**src/rtl/frame_buffer_arbiter.sv**
```systemverilog
// Arbitrates the single-port frame-buffer BRAM between scan-out reads (absolute priority),
// buffered capture writes and a sequenced full-memory clear.
module frame_buffer_arbiter #(
    parameter int unsigned       ADDR_W      = 14,
    parameter int unsigned       DATA_W      = 8,
    parameter int unsigned       FIFO_DEPTH  = 4,
    parameter int unsigned       MEM_WORDS   = 16384,
    parameter logic [DATA_W-1:0] CLEAR_VALUE = '0
) (
    input  logic                          CLK,
    input  logic                          RESET_N,
    input  logic                          RD_EN,
    input  logic [ADDR_W-1:0]             RD_ADDR,
    output logic [DATA_W-1:0]             RD_DATA,
    output logic                          RD_VALID,
    input  logic                          WR_VALID,
    output logic                          WR_READY,
    input  logic [ADDR_W-1:0]             WR_ADDR,
    input  logic [DATA_W-1:0]             WR_DATA,
    input  logic                          CLEAR_REQ,
    output logic                          CLEAR_BUSY,
    output logic [$clog2(FIFO_DEPTH):0]   FIFO_LEVEL,
    output logic [ADDR_W-1:0]             BRAM_ADDR,
    output logic [DATA_W-1:0]             BRAM_DIN,
    output logic                          BRAM_WE,
    input  logic [DATA_W-1:0]             BRAM_DOUT
);

    localparam int unsigned PTR_W = $clog2(FIFO_DEPTH);
    localparam logic [ADDR_W:0] CLR_LAST = (ADDR_W + 1)'(MEM_WORDS - 1);
    localparam logic [PTR_W:0]  LVL_FULL = (PTR_W + 1)'(FIFO_DEPTH);

    typedef enum logic [1:0] {StIdle, StDrain, StClear} state_e;

    state_e state_q, state_d;

    logic [ADDR_W-1:0] fifo_addr_q [FIFO_DEPTH];
    logic [DATA_W-1:0] fifo_data_q [FIFO_DEPTH];
    logic [PTR_W-1:0]  wr_ptr_q, rd_ptr_q;
    logic [PTR_W:0]    level_q;
    logic [ADDR_W:0]   clr_cnt_q;
    logic              rd_valid_q;

    logic fifo_empty, fifo_full;
    logic push, pop, clear_wr, clear_last;

    assign fifo_empty = (level_q == '0);
    assign fifo_full  = (level_q == LVL_FULL);
    assign clear_last = (clr_cnt_q == CLR_LAST);

    // State register
    always_ff @(posedge CLK or negedge RESET_N) begin
        if (!RESET_N) begin
            state_q <= StIdle;
        end else begin
            state_q <= state_d;
        end
    end

    // Next-state logic
    always_comb begin
        state_d = state_q;
        unique case (state_q)
            StIdle: begin
                if (CLEAR_REQ) state_d = StDrain;
            end
            StDrain: begin
                // The drain-complete cycle already carries the write to address 0.
                if (clear_wr) state_d = clear_last ? StIdle : StClear;
            end
            StClear: begin
                if (clear_wr && clear_last) state_d = StIdle;
            end
            default: state_d = StIdle;
        endcase
    end

    // Outputs and BRAM port mux
    always_comb begin
        WR_READY   = (state_q == StIdle) && !fifo_full;
        CLEAR_BUSY = (state_q != StIdle);
        push       = WR_VALID && WR_READY;
        BRAM_ADDR  = RD_ADDR;
        BRAM_DIN   = fifo_data_q[rd_ptr_q];
        BRAM_WE    = 1'b0;
        pop        = 1'b0;
        clear_wr   = 1'b0;
        if (RD_EN) begin
            BRAM_WE = 1'b0;
        end else if (!fifo_empty) begin
            BRAM_ADDR = fifo_addr_q[rd_ptr_q];
            BRAM_WE   = 1'b1;
            pop       = 1'b1;
        end else if (state_q != StIdle) begin
            BRAM_ADDR = clr_cnt_q[ADDR_W-1:0];
            BRAM_DIN  = CLEAR_VALUE;
            BRAM_WE   = 1'b1;
            clear_wr  = 1'b1;
        end
    end

    always_ff @(posedge CLK) begin
        if (push) begin
            fifo_addr_q[wr_ptr_q] <= WR_ADDR;
            fifo_data_q[wr_ptr_q] <= WR_DATA;
        end
    end

    always_ff @(posedge CLK or negedge RESET_N) begin
        if (!RESET_N) begin
            wr_ptr_q   <= '0;
            rd_ptr_q   <= '0;
            level_q    <= '0;
            clr_cnt_q  <= '0;
            rd_valid_q <= 1'b0;
        end else begin
            rd_valid_q <= RD_EN;
            if (push) wr_ptr_q <= wr_ptr_q + PTR_W'(1);
            if (pop)  rd_ptr_q <= rd_ptr_q + PTR_W'(1);
            unique case ({push, pop})
                2'b10:   level_q <= level_q + (PTR_W + 1)'(1);
                2'b01:   level_q <= level_q - (PTR_W + 1)'(1);
                default: level_q <= level_q;
            endcase
            // Counter saturates at the last word so a finished clear never wraps to 0.
            if (state_q == StIdle && CLEAR_REQ) begin
                clr_cnt_q <= '0;
            end else if (clear_wr && !clear_last) begin
                clr_cnt_q <= clr_cnt_q + (ADDR_W + 1)'(1);
            end
        end
    end

    assign RD_DATA    = BRAM_DOUT;
    assign RD_VALID   = rd_valid_q;
    assign FIFO_LEVEL = level_q;

endmodule

```
**config.mk**
```make
export PLATFORM = sky130hd
export DESIGN_NAME = frame_buffer_arbiter
export DESIGN_NICKNAME = d
export VERILOG_FILES = /design/src/rtl/frame_buffer_arbiter.sv
export SDC_FILE = /design/constraint.sdc
export NUM_CORES = 1
export LEC_CHECK = 0
export CAP_MARGIN = 20
export CORE_UTILIZATION = 46
export CTS_CLUSTER_DIAMETER = 100
export CTS_CLUSTER_SIZE = 20
export DETAILED_ROUTE_END_ITERATION = 8
export PLACE_DENSITY_LB_ADDON = 0.15
export SLEW_MARGIN = 20
export SYNTH_ARGS = -nofsm -noshare
export SYNTH_HDL_FRONTEND = slang
export SYNTH_SLANG_ARGS = --single-unit
```
**constraint.sdc**
```tcl
create_clock -name CLK -period 6.36 [get_ports CLK]
set_input_delay 0.636 -clock CLK [delete_from_list [all_inputs] [get_ports CLK]]
set_output_delay 0.636 -clock CLK [all_outputs]
set_load 0.01 [all_outputs]
```
==> impl_metrics.env <==
export IMPL_yosysUniqueCellTypes=43
export IMPL_hold_viol=0
export IMPL_place_hpwl_um=6150
export IMPL_vias=2902
export IMPL_drtAntennaViolNets=0
export IMPL_start_kind="flop"
export IMPL_fmax_ghz=0.288
export IMPL_cts_sinks=113
export IMPL_synth_cells=319
export IMPL_grt_pass1_vias=3066
export IMPL_clk_latency_ns=0.51
export IMPL_cts_tree="yes"
export IMPL_fin_crit_sh_pct=54.6
export IMPL_numCtsBuffers=17
export IMPL_p_leak_nw=2.27
export IMPL_grt_pass1_wl_um=15400
export IMPL_r2r_cells=11
export IMPL_ys_top_cells_by_count="edfxtp_1 (88), nand2_1 (34), dfrtp_1 (25), mux4_2 (22), nor2_1 (16)"
export IMPL_antenna_found_initial=0
export IMPL_initial_core_util_pct=47.6
export IMPL_overflow=0
export IMPL_critical_path_class="flop to output port"
export IMPL_synth_largest_area_cell="edfxtp_1"
export IMPL_maxCapViolCount=0
export IMPL_drc_errors=0
export IMPL_place_gp_congestion=0.796
export IMPL_h_tree_depth=4
export IMPL_area_growth_pct=26.7
export IMPL_routedWlPerCell_um=17.3
export IMPL_arrival_ns=2.84
export IMPL_die_area_sq_mm=0.0111
export IMPL_num_rows=37
export IMPL_ys_flop_type="edfxtp_1"
export IMPL_synth_warnings=0
export IMPL_yosysTopAreaCellShare_pct=53.8
export IMPL_place_inst=510
export IMPL_finalMaxSlewViolations=0
export IMPL_min_path_type="flop to flop"
export IMPL_setup_slack_ns=2.89
export IMPL_cts_resized=0
export IMPL_die_x_um=105
export IMPL_clk_pin_slew_worst_paths_ns=0.05
export IMPL_power_density_mw_per_mm2=402
export IMPL_port_buffers=69
export IMPL_grt_use_total_pct=18.9
export IMPL_cts_setup_buffers=0
export IMPL_antennaDiodeCount=0
export IMPL_die_height_um=105
export IMPL_placeableCoreArea_sq_mm=0.0103
export IMPL_holdPathStages=1
export IMPL_fin_hold_ws_ns=0.485
export IMPL_final_nets=449
export IMPL_drt_vias_per_instance=5.36
export IMPL_final_setup_viol_count=0
export IMPL_tightest_slew_ns=1.07
export IMPL_async_flop_share_pct=22.1
export IMPL_cp_max_fo=15
export IMPL_post_synth_cell_area_avg_sq_um=15.4
export IMPL_peakVddDrop_uv=224
export IMPL_setup_tns_ns=0
export IMPL_drtIter0Drc=184
export IMPL_synth_seq_area_share_pct=66.5
export IMPL_synthTopCellsByArea="edfxtp_1 (54%), dfrtp_1 (13%), mux4_2 (10%)"
export IMPL_fin_util_pct=60.3
export IMPL_root_buffer="clkbuf_8"
export IMPL_grt_max_degree=26
export IMPL_stdcell_count=541
export IMPL_finClkSkew_ns=0.00746
export IMPL_relSlewSlack_pct=28.6
export IMPL_wl_um=9390
export IMPL_syn_nets=375
export IMPL_ys_ff_latch=113
export IMPL_worstSetupEndpointType="output port"
export IMPL_synth_area_sq_mm=0.00491
export IMPL_hold_buffers=0
export IMPL_io_pins=86
export IMPL_fin_crit_ns=3.47
export IMPL_cts_path_max_buffers=2
export IMPL_required_ns=5.72
export IMPL_drt_pass1_iter_count=5
export IMPL_outcome="finished clean"
export IMPL_rsz0062_at_grt="no"
export IMPL_pre_cts_slack_ns=3.01
export IMPL_synth_enable_flop_cells=88
export IMPL_nFillCells=814
export IMPL_synth_most_common_cell="edfxtp_1"
export IMPL_drive_gt1_share_pct=16.0
## metal layers
layer  routed length [um]  track usage (%)  vias to the layer above
met5                    0                0                        -
met4                  159             8.45                        0
met3                  462             6.00                       17
met2                 4770             30.4                       72
met1                 3990             23.6                     1454
li1                     -                -                     1359
## layout make-up
class                           instances  area (sq um)  share of cell area, %
Clock buffer                           21           429                   6.89
Inverter                                9          33.8                  0.542
Tap cell                              136           170                   2.73
Sequential cell                       113          3270                   52.5
Clock inverter                         10          90.1                   1.45
Timing Repair Buffer                   77           751                   12.1
Multi-Input combinational cell        175          1490                   23.8
## cell usage in the layout (no fill, tap or decap), drive strengths merged, types with 2 or more instances in the layout
master         netlist  layout
a21oi                2       2
a22oi               14      14
and2                11      11
and3                 6       6
and4                 2       2
buf                 17       8
clkbuf               5      21
clkdlybuf4s50        0      69
clkinv               0       7
clkinvlp             0       2
dfrtp               25      25
edfxtp              88      88
ha                   6       6
inv                  9       9
mux2i                2       2
mux4                22      22
nand2               34      34
nand3                8       8
nand4                5       5
nor2                18      18
nor2b                2       2
nor3                 4       4
nor4                 2       2
o211ai               5       5
o21ai                3       3
o31ai                2       2
or3                  2       2
xnor2                4       4
xor2                12      12
## critical path: stages (launching register included)
cell and delay [ns]:
dfrtp_1 0.41, or3_4 0.44, nor2b_1 0.17, nor2_2 0.49, a22oi_1 0.19, nand2_1 0.10
clkdlybuf4s50_1 0.53
## logic make-up after synthesis
group           Yosys count  synth area share, %
mux                      25                 10.7
buf+inv                  31                 3.36
fa+ha+maj                 7                 1.94
xor+xnor                 16                 2.85
flops                   113                 66.5
compound gates           29                 4.18
simple gates             98                 10.4
## state kept, by name, indices dropped and copies added (netlist names)
name	count
FIFO_LEVEL	3
RD_VALID	1
fifo_data_q	32
state_q	2
wr_ptr_q	2
clr_cnt_q	15
rd_ptr_q	2
fifo_addr_q	56
## power breakdown
part           leakage (nW)  total, W  switching [W]  internal, W
Sequential             1.12  0.000943      0.0000709     0.000872
Clock                 0.249  0.000812       0.000301     0.000511
Combinational         0.903  0.000749       0.000340     0.000410
## metrics by stage
step / total power [W] / area [sq um]
4_1_cts: 0.00254 / 6230
3_3_place_gp: 0.00171 / 5710
2_1_floorplan: 0.00140 / 4910
5_1_grt: 0.00262 / 6230
3_5_place_dp: 0.00172 / 5710
6_report: 0.00250 / 6230
## worst paths after layout
check                              startpoint             to  slack (ns)
worst max-delay path            FIFO_LEVEL[2]   BRAM_ADDR[5]        2.89
worst min-delay path               state_q[1]     state_q[0]        0.48
worst min register to register     state_q[1]     state_q[0]        0.48
worst max register to register     state_q[1]  FIFO_LEVEL[2]        3.81
max in group asynchronous             RESET_N       RD_VALID        5.60
min in group asynchronous             RESET_N   clr_cnt_q[6]        0.51
(Power assumes the default switching activity.)
